==> src/rtl/ram_n.sv <==
// ram_n: single-port word RAM with a built-in clear sweep.
//
// Reads are combinational. A clear request zeroes the array one word per
// clock. Reset starts the same sweep, so every word reads 0 once the first
// sweep completes.
//
// Ports
//   clk      in   1          single clock, rising edge
//   reset    in   1          asynchronous, active-high; forces CLEAR / ptr=0
//   in       in   WIDTH      write data
//   address  in   ADDR_BITS  read/write word address
//   load     in   1          write enable (honoured in IDLE only)
//   clear    in   1          start a clear sweep (honoured in IDLE only)
//   out      out  WIDTH      mem[address] when idle, 0 while busy
//   busy     out  1          registered, high while sweeping
//   done     out  1          registered one-cycle pulse at sweep completion
//   o_state  out  1          debug view of the FSM state (0=IDLE, 1=CLEAR)
//
// Control semantics: there is no valid/ready handshake. load and clear are
// level-sampled on each rising edge. In IDLE, clear beats load. While busy,
// both are ignored, and the sweep always runs to completion.
module ram_n #(
    parameter int WIDTH     = 16,
    parameter int ADDR_BITS = 3
) (
    input  logic                 clk,
    input  logic                 reset,
    input  logic [WIDTH-1:0]     in,
    input  logic [ADDR_BITS-1:0] address,
    input  logic                 load,
    input  logic                 clear,
    output logic [WIDTH-1:0]     out,
    output logic                 busy,
    output logic                 done,
    output logic                 o_state
);

    localparam int DEPTH = 2 ** ADDR_BITS;
    localparam logic [ADDR_BITS-1:0] LAST_ADDR = '1;

    typedef enum logic {
        IDLE  = 1'b0,
        CLEAR = 1'b1
    } state_t;

    state_t               r_state;
    logic [ADDR_BITS-1:0] r_ptr;
    logic                 r_busy;
    logic                 r_done;
    logic [WIDTH-1:0]     r_mem [DEPTH];

    logic                 w_user_write;

    // A user write is only legal in IDLE, and a simultaneous clear wins.
    assign w_user_write = (r_state == IDLE) && load && !clear;

    // Control FSM. busy/done are registered alongside the state so that they
    // change on the same edge as the state itself.
    always_ff @(posedge clk or posedge reset) begin
        if (reset) begin
            r_state <= CLEAR;
            r_ptr   <= '0;
            r_busy  <= 1'b1;
            r_done  <= 1'b0;
        end else begin
            r_done <= 1'b0;
            case (r_state)
                IDLE: begin
                    if (clear) begin
                        r_state <= CLEAR;
                        r_ptr   <= '0;
                        r_busy  <= 1'b1;
                    end
                end
                CLEAR: begin
                    // ptr wraps naturally to 0 on the last word.
                    r_ptr <= r_ptr + 1'b1;
                    if (r_ptr == LAST_ADDR) begin
                        r_state <= IDLE;
                        r_busy  <= 1'b0;
                        r_done  <= 1'b1;
                    end
                end
                default: begin
                    r_state <= CLEAR;
                    r_ptr   <= '0;
                    r_busy  <= 1'b1;
                end
            endcase
        end
    end

    // Storage has no reset: the sweep is what defines its contents. The sweep
    // write and the user write are exclusive because they depend on the state.
    always_ff @(posedge clk) begin
        if (r_state == CLEAR) begin
            r_mem[r_ptr] <= '0;
        end else if (w_user_write) begin
            r_mem[address] <= in;
        end
    end

    assign out     = r_busy ? '0 : r_mem[address];
    assign busy    = r_busy;
    assign done    = r_done;
    assign o_state = r_state;

endmodule

==> config.mk <==
export PLATFORM = sky130hd
export DESIGN_NAME = ram_n
export DESIGN_NICKNAME = d
export VERILOG_FILES = /design/src/rtl/ram_n.sv
export SDC_FILE = /design/constraint.sdc
export NUM_CORES = 1
export LEC_CHECK = 0
export ABC_AREA = 1
export CAP_MARGIN = 15
export CORE_MARGIN = 4
export CORE_UTILIZATION = 45
export DETAILED_ROUTE_END_ITERATION = 6
export RECOVER_POWER = 25
export SLEW_MARGIN = 0
export SYNTH_ARGS = -nofsm -noshare
export SYNTH_HDL_FRONTEND = slang
export SYNTH_SLANG_ARGS = --single-unit
==> constraint.sdc <==
create_clock -name clk -period 2.57 [get_ports clk]
set_input_delay 0.514 -clock clk [delete_from_list [all_inputs] [get_ports clk]]
set_output_delay 0.514 -clock clk [all_outputs]
set_load 0.03 [all_outputs]
* Yosys cells after proc, flatten, opt, wreduce, memory -nomap -nowiden
Memories as Yosys holds them, arrays and structs flattened.
Index checks and enable logic that the tools add are counted.
** Storage, ports and cells
- Register bits :: 6
- Bits in writable memories :: 128
- Input bits :: 23
- Word-level logic and storage cells :: 34
- Memories :: 1
** Operators by class
- Add/subtract/negate cells :: 1
- Equality and inequality tests :: 3
- Muxes and demuxes :: 19
- Bitwise logic cells :: 1
- Reductions and logical operators :: 5
** Memories
- r_mem :: words 8, width 16, read ports 1, clocked after memory_dff 0, write ports 1, RTL line 50 : logic [WIDTH-1:0] r_mem [DEPTH];
** Operators by type and width (count)
- $mux W16 :: 2
- $reduce_or A16 Y1 :: 1
- $mux W1 :: 12
- $mux W3 :: 2
- $pmux W3 S2 :: 1
- $pmux W1 S2 :: 2
- $add A3 B1 Y3 const B :: 1
- $eq A3 B3 Y1 const B :: 1
- $logic_and A1 B1 Y1 :: 2
- $ne A2 B1 Y1 const B :: 1
- $ne A2 B2 Y1 const B :: 1
- $reduce_and A2 Y1 :: 1
- $logic_not A1 Y1 :: 1
- $not A1 Y1 :: 1

* Logic depth before layout (Yosys ltp)
Gate-level depths: netlist (run 1).
- Depth in word-level cells :: 8
- Depth in mapped cells :: 8
- Gate-level depth less buffers :: 7

* Least setup slack after synthesis (run 1)
Ideal clock, no wire load.
- Kind :: input port to flip-flop
- Start point :: input port clear
- End point :: memory r_mem[0][0], enable pin
- Arrival time :: 1.770 ns
- Data required time :: 2.182 ns
- Setup slack :: 0.412 ns
- Stages on the path :: 6
- Cell sequence :: nor2_4 nand2_4 buf_6 o21ai_2 nand2_1 nor2_1
** On the way
- Longest elaborated chain between the ends :: 7
- Elaborated cells on any way between the ends :: 8
- Classes of those cells :: mux (5); reduce/logical (3)
** RTL lines
- from (decl) :: RTL line 31 : input logic clear,
- $logic_not A1 Y1 (*) :: RTL line 55 : assign w_user_write = (r_state == IDLE) && load && !clear;
- $logic_and A1 B1 Y1 (*) :: RTL line 55
- $mux W1 (*) :: RTL line 98 : end else if (w_user_write) begin
- $mux W1 (*) :: RTL line 96 : if (r_state == CLEAR) begin
- $mux W1 (not written as such) (*) :: RTL line 99 : r_mem[address] <= in;
- $reduce_or A16 Y1 (no source line)
- $mux W3 (no source line) or $mux W1 (tied branches)
- to (decl) :: RTL line 50
Mark *: on every way between the ends. The rest lies on a longest branch, timed or not.

* Worst setup path after layout (run 1)
- Start point :: input port address[1]
- End point :: output port out[0]
** On the way
- Longest elaborated chain between the ends :: 2
** RTL lines
- from (decl) :: RTL line 29 : input logic [ADDR_BITS-1:0] address,
- $mem_v2 Z8 W16
- $mux W16 :: RTL line 103 : assign out = r_busy ? '0 : r_mem[address];
- to (decl) :: RTL line 32 : output logic [WIDTH-1:0] out,
Every way passes these cells.

==> results by group, run 1 <==
Die
  • Core area: 13200 sq um
  • I/O pins: 42
  • Initial Util: 46.1%
  • Chip height: 124 um
  • Die area: 15500 sq um
  • Die width: 124 um
  • Core Rows: 42

Synth
  • Syn Area/Cell: 9.50 sq um
  • Syn. warnings: 0
  • Unique masters post-synth: 22
  • Most frequent cell after synthesis: nand2_1
  • Syn_nets: 667
  • Synth top area cells: edfxtp_1 63%, nand2_1 11%, inv_1 9.3%
  • Seq cells post-synth: 134
  • EDFF count, synth: 128
  • Yosys top cell area share: 63.0%
  • Top cell type by total area after synthesis: edfxtp_1
  • Cells after synthesis: 642
  • Async SR Flop Fraction: 4.48%
  • Dominant synthesized flop cell: edfxtp_1
  • Cell Area, Synth: 6100 sq um
  • Synth cell count leaders: 177 x nand2_1, 151 x inv_1, 128 x edfxtp_1
  • Seq/Total Area, Yosys: 65.5%

STA
  • Final hold viol count: 0
  • Final hold slack: 0.448 ns
  • Setup TNS: 0 ns
  • Tmin final: 2.42 ns
  • Tightest Pin Transition: 0.528 ns
  • RSZ-0062 raised after global routing: no
  • Fmax: 0.413 GHz
  • Max-Slew Margin vs Limit: 64.6%
  • Pins Over Slew Limit: 0
  • Fin Clk Skew: 0.00562 ns
  • Period utilization: 94.1%
  • Setup violators final: 0

Power and ir drop
  • Pwr per Cell Area: 1050 nW/um^2
  • Lkg Pwr: 3.48 nW
  • Worst vdd ir: 0.655 mV

Clocking
  • Total clock sinks: 134
  • CTS Root Cell: clkbuf_16
  • CTS tree: yes
  • Clock buffers created by TritonCTS: 17
  • Clock Tree Buf Depth: 2
  • Worst-path clk slew: 0.05 ns
  • Postcts setup bufs: 0
  • H-tree levels: 4
  • Post-CTS sizing: 0
  • Post-CTS Hold Buffers: 0
  • Clock Latency Late Sink: 0.42 ns

GRT
  • Grt ovf: 0
  • Pin count of the biggest net entering global routing: 66
  • First-pass GRT wire length: 20100 um
  • Vias in the first global route: 3979
  • Tot GR Track Use: 16.9%
  • Antenna violations before repair: 0

Routing
  • DRT Wirelength: 12700 um
  • Initial drt markers: 193
  • Detail Route Antenna Nets: 0
  • Via count: 4156
  • DR pass1 iterations: 5
  • Routed WL per cell: 14.2 um
  • Routed vias/inst: 4.64
  • Post-route DRC: 0

Hold path
  • Worst min path class: in -> async

Place
  • Detailed placement HPWL: 8000 um
  • IO Port Bufs: 41
  • Routability Congestion: 0.796

Layout
  • Antenna diode count: 0
  • Nets: 732
  • Synth-to-layout area growth: 21.7%
  • Share of layout cells above drive strength 1: 11.7%

Setup path
  • Startpoint types: input port
  • Worst EP arrival: 1.90 ns
  • Crit path kind: in -> out
  • Cell family with most CP delay: buffers and inverters
  • Critical-path top delay cell: clkdlybuf4s50_1
  • CP cell instances: clkdlybuf4s50_1 > buf_4 > nand3_1 > nand2_1 > nor2_1 > nor2_1 > buf_4
  • Worst path bufs/invs: 3
  • Max Fanout on Critical Path: 13
  • Worst Path Required: 2.06 ns
  • Slowest Stage Delay on Critical Path: 0.56 ns
  • CP endpoint kind: output port

Flow run
  • Max-Cap Viols: 0

Run status
  • Outcome: finished clean
## stage by stage
| stage | worst slack (ns) | std cells | power (mW) | util, % | cell area [sq um] |
|---|---|---|---|---|---|
| 2_1_floorplan | 0.412 | 642 | 4.57 | - | 6100 |
| 3_3_place_gp | 0.185 | 864 | 5.44 | 51.8 | 6860 |
| 3_5_place_dp | 0.153 | 864 | 5.48 | 51.8 | 6860 |
| 4_1_cts | 0.143 | 896 | 7.87 | 56.2 | 7440 |
| 5_1_grt | 0.0375 | 896 | 8.22 | 56.1 | 7420 |
| 6_report | 0.152 | 896 | 7.80 | 56.1 | 7420 |
## placed cells by master, fill, tap and decap left out, types with 3 or more instances in the layout
cell type	netlist	final
nor2_1	57	58
clkinv_1	1	4
inv_1	151	150
clkbuf_16	0	17
clkdlybuf4s50_1	0	22
edfxtp_1	128	128
buf_12	0	5
bufinv_16	0	3
nand3_1	82	82
dfrtp_1	4	4
clkbuf_1	4	4
nand2_1	177	177
buf_4	0	41
clkinv_2	0	4
## routing by layer
| metal | up-vias | GRT usage, % | part of all wire [%] |
|---|---|---|---|
| met1 | 1945 | 20.5 | 45 |
| li1 | 2111 | - | - |
| met5 | - | 0 | 0 |
| met2 | 80 | 28.5 | 49 |
| met3 | 20 | 4.42 | 4.0 |
| met4 | 0 | 7.54 | 2.0 |
## flip-flops by register name, indices dropped and copies added (netlist names)
signal and count:
r_ptr 3, r_mem 128, done 1, busy 1, o_state 1
## kinds of logic (layout without fill, tap and decap cells)
| logic type | count (synthesis) | count (layout) | synth area share (%) |
|---|---|---|---|
| adder cells (fa/ha/maj) | 2 | 2 | 0.410 |
| AO/OA/AOI/OAI | 5 | 5 | 0.595 |
| AND/OR/NAND/NOR | 320 | 320 | 21.8 |
| buffers and inverters | 181 | 259 | 11.7 |
| flip-flops | 134 | 134 | 65.5 |
## worst paths after layout
check                              endpoint  cells past startpoint       start  slack (ns)
worst max-delay path                 out[0]                      7  address[1]        0.15
worst min-delay path                   done                      2       reset        0.45
worst max register to register  r_mem[5][3]                      6     o_state        0.51
worst min register to register     r_ptr[1]                      2     o_state        0.53
max in group asynchronous              busy                      2       reset        1.87
min in group clk                   r_ptr[1]                      2     o_state        0.53
## power breakdown
| group | total (mW) | switching, mW | leakage (nW) | internal [mW] |
|---|---|---|---|---|
| clock network | 2.39 | 0.873 | 0.285 | 1.51 |
| logic | 2.11 | 1.41 | 1.90 | 0.708 |
| registers | 3.30 | 0.155 | 1.29 | 3.14 |
## cell type report
| cell class | instances | area, sq um |
|---|---|---|
| sequential | 134 | 4000 |
| timing repair buffer | 74 | 664 |
| clock inverter | 14 | 159 |
| clock buffer | 18 | 429 |
| tap | 176 | 220 |
| fill | 1192 | 5820 |
| multi-input combinational | 327 | 1380 |
| inverter | 153 | 574 |
Power figures use the tool's default switching activity.
==> run 2: changes to the inputs <==
- CORE_UTILIZATION: 45 -> 30
- GPL_ROUTABILITY_DRIVEN: unset -> 0
==> results by group, run 2 (synthesized netlist as in run 1, its figures left out) <==
Run status
  • Outcome: finished clean

Layout
  • Multi-input gate area: 1400 sq um
  • Filler instances: 1913
  • Most frequent cells in the layout: 177 x nand2_1, 150 x inv_1, 128 x edfxtp_1
  • Reg area: 4000 sq um
  • Top Registers: r_mem: 128 flops, r_ptr: 3 flops
  • Fin area: 7590 sq um
  • Antenna diode count: 0
  • Commonest non-fill, non-tap cell in the layout: nand2_1
  • Biggest register: r_mem
  • Share of layout cells above drive strength 1: 11.6%
  • Max reg flops: 128
  • Nets: 725
  • Synth-to-layout area growth: 24.5%

STA
  • Pins Over Slew Limit: 0
  • Setup violators final: 0
  • RSZ-0062 raised after global routing: no
  • Max-Slew Margin vs Limit: 62.9%
  • Final hold slack: 0.455 ns
  • Fin Clk Skew: 0.00612 ns
  • Setup TNS: 0 ns
  • Tightest Pin Transition: 0.557 ns
  • Period utilization: 95.4%
  • Tmin final: 2.45 ns
  • Final hold viol count: 0
  • Fmax: 0.408 GHz

Die
  • Die width: 151 um
  • Initial Util: 30.9%
  • Die area: 22700 sq um
  • I/O pins: 42
  • Chip height: 151 um
  • Core Rows: 51
  • Core area: 19700 sq um

Power and ir drop
  • Pwr Total: 7.96 mW
  • Reg power frac: 41.5%
  • Combinational group share of total power: 27.0%
  • Lkg Pwr: 3.47 nW
  • NetSw: 2.46 mW
  • P_int: 5.50 mW
  • Pwr per Cell Area: 1050 nW/um^2
  • Fraction of power spent switching nets: 30.9%
  • Worst vdd ir: 0.519 mV
  • Clock network fraction of total power: 31.5%

Clocking
  • Post-CTS Hold Buffers: 0
  • Worst-path clk slew: 0.06 ns
  • Post-CTS sizing: 0
  • Clock Tree Buf Depth: 2
  • Postcts setup bufs: 0
  • CTS Root Cell: clkbuf_16
  • H-tree levels: 4
  • Clock buffers created by TritonCTS: 17
  • Total clock sinks: 134
  • CTS tree: yes
  • Clock Latency Late Sink: 0.41 ns

Routing
  • Metal2 WL: 6770 um
  • Max Used Layer: met4
  • Via count: 4104
  • Routed vias/inst: 4.20
  • Detail Route Antenna Nets: 0
  • WL met3: 569 um
  • Initial drt markers: 271
  • M1 WL: 5750 um
  • DR pass1 iterations: 5
  • Routed WL per cell: 13.6 um
  • DRT Wirelength: 13300 um
  • Post-route DRC: 0

GRT
  • First-pass GRT wire length: 20900 um
  • Grt ovf: 0
  • Tot GR Track Use: 12.4%
  • Vias in the first global route: 3883
  • Pin count of the biggest net entering global routing: 41
  • Antenna violations before repair: 0

Setup path
  • Worst Path Required: 2.06 ns
  • Startpoint types: input port
  • RR Endpoint: r_mem[0][11]
  • CP endpoint kind: output port
  • Max Fanout on Critical Path: 29
  • RR Startpoint: o_state
  • Crit path kind: in -> out
  • Worst EP arrival: 1.94 ns
  • Reg2Reg Depth: 7
  • Register-to-Register Setup Slack: 0.59 ns

Hold path
  • Worst min path class: in -> async

Place
  • IO Port Bufs: 41
  • Cell Area, Placed: 6980 sq um
  • Detailed placement HPWL: 8050 um

Flow run
  • Max-Cap Viols: 0
## run 2: changes by cell type in the layout (fill, tap and decap cells not counted), sizes merged
cell	delta
inv	+1
clkbuf	+2
buf	-7
bufinv	+1
clkinvlp	-1
clkinv	-3
## run 2: critical path, stage by stage
cell             delay, ns
clkdlybuf4s50_1       0.57
buf_12                0.23
nand3_1               0.11
nand3_1               0.09
nand2_1               0.07
nor2_2                0.15
buf_4                 0.19
## run 2: final cells by class
type / instances / area share [%]
clock buffer: 20 / 5.75
clock inverter: 12 / 2.34
inverter: 153 / 7.57
multi-input combinational: 327 / 18.4
sequential: 134 / 52.7
tap: 265 / 4.37
timing repair buffer: 67 / 8.89
## run 2: power by group through the flow
stage / combinational [mW] / sequential [mW] / clock (mW)
detailed placement: 2.20 / 3.34 / 0
finish: 2.15 / 3.30 / 2.51
global route: 2.39 / 3.35 / 2.64
global placement: 2.18 / 3.33 / 0
CTS: 2.21 / 3.30 / 2.54
floorplan: 1.21 / 3.36 / 0
## run 2: how the worst max path moves through the flow
stage / startpoint / to / slack (ns) / cells after the start
detailed placement: clear / r_mem[0][2] / 0.07 / 9
finish: address[1] / out[5] / 0.12 / 7
floorplan: clear / r_mem[0][0] / 0.41 / 6
global route: address[1] / out[5] / 0.03 / 7
global placement: clear / r_mem[0][2] / 0.05 / 9
CTS: address[1] / out[5] / 0.07 / 7
## run 2: per-layer routing
| layer | global-route usage (%) | vias up |
|---|---|---|
| met2 | 21.6 | 76 |
| li1 | - | 2107 |
| met4 | 4.94 | 0 |
| met5 | 0 | - |
| met1 | 15.2 | 1910 |
| met3 | 2.32 | 11 |
## run 2: per-stage QoR
step,std cells,util [%],setup WS [ns]
global placement,946,35.4,0.0483
CTS,978,38.5,0.0723
global route,978,38.5,0.0300
floorplan,642,-,0.412
finish,978,38.5,0.117
detailed placement,946,35.4,0.0692
==> run 3: changes to the inputs <==
- CORE_UTILIZATION: 30 -> 59
- PLACE_DENSITY: unset -> 0.84
==> results by group, run 3 (synthesized netlist as in run 1, its figures left out) <==
Layout
  • Multi-input gate area: 1380 sq um
  • Commonest non-fill, non-tap cell in the layout: nand2_1
  • Top Registers: r_mem: 128 flops, r_ptr: 3 flops
  • Filler instances: 665
  • Synth-to-layout area growth: 18.5%
  • Biggest register: r_mem
  • Nets: 720
  • Max reg flops: 128
  • Reg area: 4000 sq um
  • Antenna diode count: 0
  • Most frequent cells in the layout: 177 x nand2_1, 150 x inv_1, 128 x edfxtp_1
  • Share of layout cells above drive strength 1: 9.90%

Setup path
  • Max Fanout on Critical Path: 33
  • Worst Path Required: 2.06 ns
  • Startpoint types: input port
  • Worst EP arrival: 1.93 ns
  • Crit path kind: in -> out
  • CP endpoint kind: output port

Place
  • IO Port Bufs: 41
  • Detailed placement HPWL: 8070 um
  • Place WS: 0.138 ns

GRT
  • Grt ovf: 0
  • Antenna violations before repair: 0
  • Vias in the first global route: 4426
  • First-pass GRT wire length: 22300 um
  • Tot GR Track Use: 25.5%
  • Pin count of the biggest net entering global routing: 66

Die
  • Core Rows: 36
  • Die width: 110 um
  • Initial Util: 61.5%
  • Core area: 9910 sq um
  • I/O pins: 42
  • Die area: 12000 sq um
  • Chip height: 110 um

Clocking
  • Total clock sinks: 134
  • Clock Latency Late Sink: 0.53 ns
  • H-tree levels: 4
  • CTS tree: yes
  • CTS Root Cell: clkbuf_8
  • Clock Tree Buf Depth: 2
  • Clock buffers created by TritonCTS: 17
  • Post-CTS sizing: 0
  • Post-CTS Hold Buffers: 0
  • Worst-path clk slew: 0.06 ns
  • Postcts setup bufs: 0

STA
  • Setup TNS: 0 ns
  • Fmax: 0.410 GHz
  • Pins Over Slew Limit: 0
  • Tightest Pin Transition: 0.540 ns
  • Final worst slack: 0.129 ns
  • Period utilization: 95.0%
  • Tmin final: 2.44 ns
  • RSZ-0062 raised after global routing: no
  • Max-Slew Margin vs Limit: 63.9%
  • Final hold viol count: 0
  • Fin Clk Skew: 0.0111 ns
  • Setup violators final: 0

Routing
  • Routed WL per cell: 16.8 um
  • DR pass1 iterations: 5
  • DRT Wirelength: 14200 um
  • Initial drt markers: 506
  • Routed vias/inst: 5.26
  • Via count: 4418
  • Detail Route Antenna Nets: 0
  • Post-route DRC: 0

Power and ir drop
  • Lkg Pwr: 3.39 nW
  • Worst vdd ir: 0.714 mV
  • Pwr per Cell Area: 1040 nW/um^2

Flow run
  • Max-Cap Viols: 0

Hold path
  • Worst min path class: in -> async

Run status
  • Outcome: finished clean
==> run 3: cell types whose count changed in the layout (fill, tap and decap cells not counted), moves of 2 or more <==
cell       delta
nor2_1        +5
bufinv_16     -4
nor2_2        -4
clkinv_1      +3
buf_12        -2
clkbuf_1      -2
==> run 3: critical path, cell delays in order <==
cell and delay (ns):
clkdlybuf4s50_1 0.55, buf_12 0.23, nand3_1 0.13, nand2_1 0.11, nor2_1 0.05, nor2_1 0.15, buf_4 0.18
==> run 3: worst paths after layout <==
kind | cells after the start | slack (ns) | endpoint | start
worst max-delay path | 7 | 0.13 | out[2] | address[1]
max in group asynchronous | 2 | 1.96 | o_state | reset
worst min-delay path | 2 | 0.34 | r_ptr[0] | reset
worst max register to register | 8 | 0.34 | r_mem[0][5] | o_state
worst min register to register | 1 | 0.54 | r_ptr[2] | r_ptr[2]
min in group clk | 1 | 0.54 | r_ptr[2] | r_ptr[2]
==> run 3: final cells by class <==
type,count,share of cell area (%)
tap,133,2.30
timing repair buffer,62,8.59
multi-input combinational,327,19.1
sequential,134,55.3
inverter,153,7.95
clock buffer,21,5.94
clock inverter,10,0.831
==> run 3: power breakdown <==
| part | internal, mW | total (mW) | switching [mW] |
|---|---|---|---|
| combinational | 0.683 | 2.14 | 1.45 |
| clock | 1.17 | 2.04 | 0.876 |
| sequential | 3.14 | 3.32 | 0.181 |
==> run 3: through the flow <==
stage	std cells	total power [mW]	hold WS [ns]	utilization [%]	cell area [sq um]
6_report	840	7.50	0.345	72.9	7230
3_5_place_dp	809	5.47	0.529	68.1	6750
2_1_floorplan	642	4.57	0.304	-	6100
5_1_grt	840	7.84	0.359	72.9	7230
3_3_place_gp	809	5.35	0.510	68.1	6750
4_1_cts	840	7.52	0.197	73.0	7240
==> run 3: metal layers <==
layer | share of wire (%) | GRT usage, %
met5 | 0 | 0
met4 | 2.8 | 11.0
met3 | 8.2 | 5.52
met2 | 53 | 44.7
met1 | 36 | 30.5
